[src/rtl/bus_mux_pkg.sv]
// Shared defaults for the bus_mux lane selector.
package bus_mux_pkg;
  localparam int BUS_MUX_DEF_BITS_ENABLES = 1;
  localparam int BUS_MUX_DEF_BUS_SIZE     = 32;
endpackage

[src/rtl/bus_mux_reg.sv]
// BUS_SIZE-wide output register, synchronous active-high reset to zero.
module bus_mux_reg #(
  parameter int WIDTH = 32
) (
  input  logic             clk,
  input  logic             rst,
  input  logic [WIDTH-1:0] i_d,
  output logic [WIDTH-1:0] o_q
);

  logic [WIDTH-1:0] data_d;
  logic [WIDTH-1:0] data_q;

  // Reset wins over capture of the incoming lane.
  always_comb begin
    data_d = rst ? '0 : i_d;
  end

  always_ff @(posedge clk) begin
    data_q <= data_d;
  end

  assign o_q = data_q;

endmodule

[src/rtl/bus_mux.sv]
// Packed-lane bus multiplexer; out-of-range selects give zero.
// Define BUS_MUX_OUT_REG_EN to register o_data (1-cycle latency), else combinational.
module bus_mux
  import bus_mux_pkg::*;
#(
  parameter int BITS_ENABLES = BUS_MUX_DEF_BITS_ENABLES,
  parameter int BUS_SIZE     = BUS_MUX_DEF_BUS_SIZE,
  parameter int NUM_INPUTS   = 2 ** BITS_ENABLES
) (
  input  logic                           clk,
  input  logic                           rst,
  input  logic [BITS_ENABLES-1:0]        i_en,
  input  logic [NUM_INPUTS*BUS_SIZE-1:0] i_data,
  output logic [BUS_SIZE-1:0]            o_data
);

  // No handshake: o_data is valid every cycle, there is no valid/ready pair.
  logic [BUS_SIZE-1:0] sel_data;

  // Only populated lanes can match, so unpopulated select codes fall through to zero.
  always_comb begin
    sel_data = '0;
    for (int k = 0; k < NUM_INPUTS; k++) begin
      if (i_en == BITS_ENABLES'(k)) begin
        sel_data = i_data[k*BUS_SIZE +: BUS_SIZE];
      end
    end
  end

`ifdef BUS_MUX_OUT_REG_EN
  bus_mux_reg #(
    .WIDTH (BUS_SIZE)
  ) u_out_reg (
    .clk (clk),
    .rst (rst),
    .i_d (sel_data),
    .o_q (o_data)
  );
`else
  // Clock and reset are only consumed by the registered variant.
  wire unused_clk_rst = &{1'b0, clk, rst};
  assign o_data = sel_data;
`endif

endmodule

[config.mk]
export PLATFORM = sky130hd
export DESIGN_NAME = bus_mux
export DESIGN_NICKNAME = d
export VERILOG_FILES = /design/src/rtl/bus_mux_pkg.sv /design/src/rtl/bus_mux_reg.sv /design/src/rtl/bus_mux.sv
export SDC_FILE = /design/constraint.sdc
export NUM_CORES = 1
export LEC_CHECK = 0
export BUFFER_PORTS_ARGS = -buffer_cell sky130_fd_sc_hd__buf_4
export CAP_MARGIN = 15
export CORE_ASPECT_RATIO = 0.8
export CORE_MARGIN = 2
export CORE_UTILIZATION = 30
export DETAILED_ROUTE_END_ITERATION = 10
export PLACE_DENSITY = 0.9
export REMOVE_ABC_BUFFERS = 1
export SLEW_MARGIN = 0
export SYNTH_ARGS = -nofsm -noshare
export SYNTH_HDL_FRONTEND = slang
export SYNTH_HIERARCHICAL = 1
export SYNTH_SLANG_ARGS = --single-unit
[constraint.sdc]
create_clock -name vclk -period 1.4
set_input_delay 0.14 -clock vclk [all_inputs]
set_output_delay 0.14 -clock vclk [all_outputs]
set_load 0.02 [all_outputs]
==> run_results.csv, run 1 <==
group,metric,value,unit
route,wl,1930,um
layout,final_core_util,0.765,
yosys,synth.area.mux_share,0.869,
floorplanning,core_area,0.00166,mm^2
timing,fin_hold_ws,0.603,ns
outcome,status,"finished, final reports clean",
route,ant_nets,0,
grt,grt_pass1_vias,757,
power,p_per_area,398,mW/mm^2
cts,post_cts_buffers,0,
power,vdd_drop_max,0.266,mV
min_path,hp-class,"in -> out",
power,p_leak,0.739,nW
cts,postCtsHoldBufs,0,
timing,fin_crit_sh,0.759,
yosys,synthXorXnorAreaFrac,0,
layout,nClkBuffers,0,
layout,nets,200,
timing,setup-tns-final,0,ns
timing,rsz0062_at_grt,"no",
layout,synthToLayoutAreaGrowth,133,%
floorplanning,initial_core_util,0.328,
yosys,yosys.cell_types.count,4,
yosys,yosysTopAreaCellShare,0.828,
layout,seq_cell_count,0,
floorplanning,num_rows,13,
timing,tightestPinTransition,0.123,ns
flow_run,max-cap-violations,0,
route,via_per_inst,4.45,
yosys,synth_warnings,6,
grt,grt-ovfl-total,0,
floorplanning,die_h,42.1,um
yosys,yosys.area.top_type,"mux2_4",
yosys,synthTopCellsByArea,"mux2_4 83%, buf_12 11%, mux2_2 4.1%, buf_6 2.1%",
timing,setup_viol,0,
floorplanning,io_pins,99,
placement,port_buffers,97,
floorplanning,die_w,51.6,um
timing,drv_slew,0,
timing,max_freq,0.941,GHz
worst_setup_path,cp-end-kind,"output port",
yosys,avgSynthCellArea,15.1,um^2
timing,slew_headroom,0.918,
yosys,syn_inst,36,
worst_setup_path,critPathRequiredTime,1.26,ns
yosys,synth_top_family_by_area,"multiplexers",
layout,drive_gt1_frac,1.00,
yosys,synth-simple-area-share,0,
route,drt_iter0_drc,0,
worst_setup_path,cp.arrival,0.92,ns
worst_setup_path,crit_type,"in -> out",
cts,cts_resized,0,
route,drc,0,
placement,place.gp.congestion,0.679,
yosys,yosys.area_share.adder,0,
timing,period_minus_slack,1.06,ns
grt,grt_pass1_wl,2980,um
worst_setup_path,crit_fanout,16,
timing,hold_viol_final,0,
layout,seqCellArea,0,um^2
yosys,synth_area,544,um^2
route,wl_per_cell,12.6,um
worst_setup_path,critPathLaunchType,"primary input",
layout,diodes,0,
floorplanning,dieArea,0.00217,mm^2
grt,grt_max_degree,17,
grt,grt_usage,0.169,
grt,antenna_found_initial,0,
route,first_pass_iters,1,
route,vias,681,
yosys,seq_area_frac_synth,0,
yosys,synth_compound_area_frac,0,
[cell usage in the layout (no fill, tap or decap)]
| cell type | instances |
|---|---|
| buf_12 | 2 |
| mux2_4 | 30 |
| buf_4 | 97 |
| mux2_2 | 2 |
[synth_stat cells, drive strengths merged]
cell / n
buf: 4
mux2: 32
[metal layers]
layer  part of all wire  wire length, um  vias to the layer above  track usage
met4                  0                0                        0            0
met3               0.13              254                        0       0.0357
li1                   -                -                      326            -
met5                  0                0                        -            0
met2               0.57             1110                       56        0.387
met1               0.30              571                      299        0.150
[cells by family after synthesis]
group,after synthesis
buffers and inverters,4
muxes,32
[worst max-delay path: stages]
cell	delay (ns)
buf_4	0.11
buf_12	0.17
mux2_2	0.34
buf_4	0.16
[power breakdown]
| part | switching [W] | internal, W | total, W |
|---|---|---|---|
| logic | 0.000189 | 0.000316 | 0.000505 |
| registers | 0 | 0 | 0 |
| clock network | 0 | 0 | 0 |
[through the flow]
step	instances	power [W]	cell area [um^2]	worst slack, ns
floorplan	32	0.000224	473	0.755
global placement	153	0.000497	1270	0.343
detailed placement	153	0.000509	1270	0.330
CTS	153	0.000510	1270	0.327
global route	153	0.000530	1270	0.303
finish	153	0.000505	1270	0.337
[area by class of cell]
cell class	count	area [um^2]
multi-input cells	32	473
fillers	113	390
repair buffers	99	768
well taps	22	27.5
[final timing paths]
check	start	end	slack, ns	depth (start not counted)
hold / removal	i_data[44]	o_data[12]	0.60	3
setup / recovery	i_en	o_data[31]	0.34	4
No activity file was read; power rests on OpenSTA's default activity.
==> run 2, diff against run 1 <==
--- a/config.mk
+++ b/config.mk
@@ -9,9 +9,9 @@
 export CAP_MARGIN = 15
 export CORE_ASPECT_RATIO = 0.8
 export CORE_MARGIN = 2
-export CORE_UTILIZATION = 30
+export CORE_UTILIZATION = 28
 export DETAILED_ROUTE_END_ITERATION = 10
-export PLACE_DENSITY = 0.9
+export PLACE_DENSITY = 0.85
 export REMOVE_ABC_BUFFERS = 1
 export SLEW_MARGIN = 0
 export SYNTH_ARGS = -nofsm -noshare
==> constraint.sdc (replaced) <==
create_clock -name vclk -period 1
set_input_delay 0.1 -clock vclk [all_inputs]
set_output_delay 0.1 -clock vclk [all_outputs]
set_load 0.02 [all_outputs]
==> run_results.csv, run 2 (synthesized netlist as in run 1, its figures left out) <==
group,metric,value,unit
outcome,status,"finished, final reports clean",
timing,max_freq,1.06,GHz
placement,port_buffers,97,
layout,nets,201,
route,first_pass_iters,2,
worst_setup_path,crit_slowest_cell,"mux2_4",
floorplanning,initial_core_util,0.293,
route,via_per_inst,4.13,
flow_run,max-cap-violations,0,
timing,setup-tns-final,0,ns
placement,place.gp.congestion,0.626,
timing,slew_headroom,0.912,
min_path,hp-class,"in -> out",
timing,fin_crit_sh,0.945,
grt,grt_pass1_vias,615,
layout,final_common_cell,"buf_4",
timing,drv_slew,0,
layout,final_core_util,0.691,
timing,rsz0062_at_grt,"no",
layout,drive_gt1_frac,1.00,
layout,synthToLayoutAreaGrowth,136,%
floorplanning,io_pins,99,
power,p_leak,0.745,nW
grt,use_met3,0.0172,
worst_setup_path,worstPathCellList,"buf_6, buf_12, mux2_4, buf_4",
route,ant_nets,0,
placement,placed_cells,156,
route,wl,1690,um
route,wl_per_cell,10.9,um
worst_setup_path,cp.arrival,0.85,ns
floorplanning,dieArea,0.00231,mm^2
timing,setup_viol,0,
layout,diodes,0,
layout,seqCellArea,0,um^2
timing,tightestPinTransition,0.131,ns
grt,grt-ovfl-total,0,
grt,grt_usage,0.133,
worst_setup_path,max_stage_delay,0.31,ns
layout,layout_common_cells,"97 x buf_4, 30 x mux2_4, 2 x mux2_2, 2 x buf_12, 1 x buf_6",
worst_setup_path,critPathLaunchType,"primary input",
worst_setup_path,critPathRequiredTime,0.90,ns
floorplanning,die_h,43.4,um
floorplanning,num_rows,14,
grt,grt_pass1_wl,2470,um
timing,fin_hold_ws,0.521,ns
placement,placed_area,0.00128,mm^2
layout,nClkBuffers,0,
power,vdd_drop_max,0.321,mV
route,vias,645,
grt,grt_max_degree,18,
worst_setup_path,crit_type,"in -> out",
worst_setup_path,critPathTopFamily,"buffers and inverters",
grt,gr-max-usage-layer,"met2",
layout,final_cells,156,
route,drt_iter0_drc,2,
timing,hold_viol_final,0,
floorplanning,core_area,0.00186,mm^2
power,p_per_area,549,mW/mm^2
grt,grtUsageMet1,0.142,
timing,period_minus_slack,0.945,ns
grt,antenna_found_initial,0,
route,drc,0,
worst_setup_path,crit_fanout,17,
layout,seq_cell_count,0,
worst_setup_path,cp.buffers_inverters,3,
layout,postLayoutCellArea,0.00128,mm^2
floorplanning,die_w,53.3,um
grt,grt_use_met2,0.284,
worst_setup_path,cp-end-kind,"output port",
run 2: final timing paths:
path,startpoint,to,slack [ns],cells after the start
hold / removal,i_data[60],o_data[28],0.52,3
setup / recovery,i_en,o_data[19],0.05,4
run 2: power breakdown:
| part | internal (W) | leakage [nW] | switching, W |
|---|---|---|---|
| combinational | 0.000446 | 0.745 | 0.000259 |
| clock | 0 | 0 | 0 |
| sequential | 0 | 0 | 0 |
run 2: per-layer routing:
layer / vias up / share of wire
li1: 328 / -
met1: 267 / 0.30
met2: 50 / 0.55
met3: 0 / 0.15
met4: 0 / 0
met5: - / 0
run 2: layout make-up:
class | instances | area [um^2]
repair buffers | 100 | 779
fillers | 151 | 574
multi-input cells | 32 | 473
well taps | 24 | 30.0
run 2: metrics by stage:
stage | power, W | setup slack (ns)
4_1_cts | 0.000711 | 0.0152
6_report | 0.000705 | 0.0550
5_1_grt | 0.000744 | 0.0301
3_3_place_gp | 0.000700 | 0.0253
3_5_place_dp | 0.000710 | 0.0178
2_1_floorplan | 0.000313 | 0.435
run 2: what timing repair did:
item / CTS / global route
gates resized for setup: 0 / 1
hold buffers: 0 / 0
endpoints found under the hold margin: 0 / 0
endpoints found under the setup margin: 0 / 5
setup buffers: 0 / 0
==> run 3, diff against run 2 <==
--- a/config.mk
+++ b/config.mk
@@ -12,6 +12,7 @@
 export CORE_UTILIZATION = 28
 export DETAILED_ROUTE_END_ITERATION = 10
 export PLACE_DENSITY = 0.85
+export RECOVER_POWER = 100
 export REMOVE_ABC_BUFFERS = 1
 export SLEW_MARGIN = 0
 export SYNTH_ARGS = -nofsm -noshare
==> run_results.csv, run 3 (synthesized netlist as in run 1, its figures left out) <==
group,metric,value,unit
grt,antenna_found_initial,0,
timing,hold_viol_final,0,
placement,place.gp.congestion,0.626,
route,vias,644,
floorplanning,core_area,0.00186,mm^2
layout,drive_gt1_frac,1.00,
route,drc,0,
cts,post_cts_buffers,0,
grt,grt_pass1_vias,615,
power,vdd_drop_max,0.292,mV
worst_setup_path,crit_fanout,17,
timing,rsz0062_at_grt,"no",
worst_setup_path,cp.arrival,0.84,ns
timing,drv_slew,0,
timing,setup-tns-final,0,ns
floorplanning,initial_core_util,0.293,
layout,seqCellArea,0,um^2
power,power_frac_comb,1.000,
grt,grt_max_degree,18,
power,p_per_area,538,mW/mm^2
route,drt_iter0_drc,2,
min_path,hp-class,"in -> out",
grt,grt_usage,0.133,
timing,slew_headroom,0.912,
worst_setup_path,cp-end-kind,"output port",
placement,port_buffers,97,
power,power.share.sequential,0,
power,p_int,0.000392,W
floorplanning,num_rows,14,
power,switching_power,0.000257,W
worst_setup_path,critPathRequiredTime,0.90,ns
layout,nets,201,
timing,max_freq,1.06,GHz
outcome,status,"finished, final reports clean",
floorplanning,die_w,53.3,um
floorplanning,io_pins,99,
grt,grt_pass1_wl,2470,um
timing,fin_crit_sh,0.943,
layout,layout_common_cells,"67 x buf_4, 30 x mux2_4, 23 x clkbuf_2",
power,clock_power_share,0,
layout,diodes,0,
floorplanning,die_h,43.4,um
route,first_pass_iters,2,
grt,grt-ovfl-total,0,
layout,final_cells,156,
layout,nClkBuffers,0,
route,wl_per_cell,10.8,um
placement,placed_cells,156,
route,wl,1690,um
flow_run,max-cap-violations,0,
power,sw_frac_of_total,0.396,
floorplanning,dieArea,0.00231,mm^2
timing,setup_viol,0,
layout,seq_cell_count,0,
route,via_per_inst,4.13,
worst_setup_path,crit_type,"in -> out",
layout,synthToLayoutAreaGrowth,122,%
route,ant_nets,0,
timing,period_minus_slack,0.943,ns
worst_setup_path,critPathLaunchType,"primary input",
layout,final_common_cell,"buf_4",
power,p_leak,0.724,nW
timing,tightestPinTransition,0.131,ns
run 3: area by class of cell:
class	count	area [um^2]
fillers	174	649
repair buffers	100	704
multi-input cells	32	473
well taps	24	30.0
run 3: worst paths after layout:
kind / start / end / slack (ns) / cells after the start
min: i_data[35] / o_data[3] / 0.53 / 3
max: i_en / o_data[17] / 0.06 / 4
run 3: timing repair:
item	in CTS	in global routing
hold buffers	0	0
endpoints found under the setup margin	0	5
gates resized for setup	0	1
run 3: metrics by stage:
step / instance area, um^2 / setup slack (ns) / utilization / hold WS [ns] / power [W]
after floorplan: 473 / 0.435 / - / 0.359 / 0.000313
after global placement: 1280 / 0.0253 / 0.689 / 0.522 / 0.000700
after detailed placement: 1280 / 0.0178 / 0.689 / 0.523 / 0.000710
after CTS: 1280 / 0.0152 / 0.689 / 0.523 / 0.000711
after global routing: 1210 / 0.0293 / 0.650 / 0.529 / 0.000689
final: 1210 / 0.0572 / 0.650 / 0.525 / 0.000649
run 3: power by group through the flow:
stage          Clock (W)  Sequential [W]  Combinational, W
5_1_grt                0               0          0.000689
4_1_cts                0               0          0.000711
3_5_place_dp           0               0          0.000710
2_1_floorplan          0               0          0.000313
6_report               0               0          0.000649
3_3_place_gp           0               0          0.000700
run 3: routing by layer:
layer | global-route usage | share of wire | wire length, um | up-vias
li1 | - | - | - | 328
met1 | 0.142 | 0.30 | 510 | 266
met5 | 0 | 0 | 0 | -
met4 | 0 | 0 | 0 | 0
met2 | 0.284 | 0.54 | 920 | 50
met3 | 0.0172 | 0.15 | 260 | 0
run 3: critical path, cell delays in order:
cell and delay (ns):
buf_6 0.10, buf_12 0.17, mux2_4 0.31, buf_2 0.16
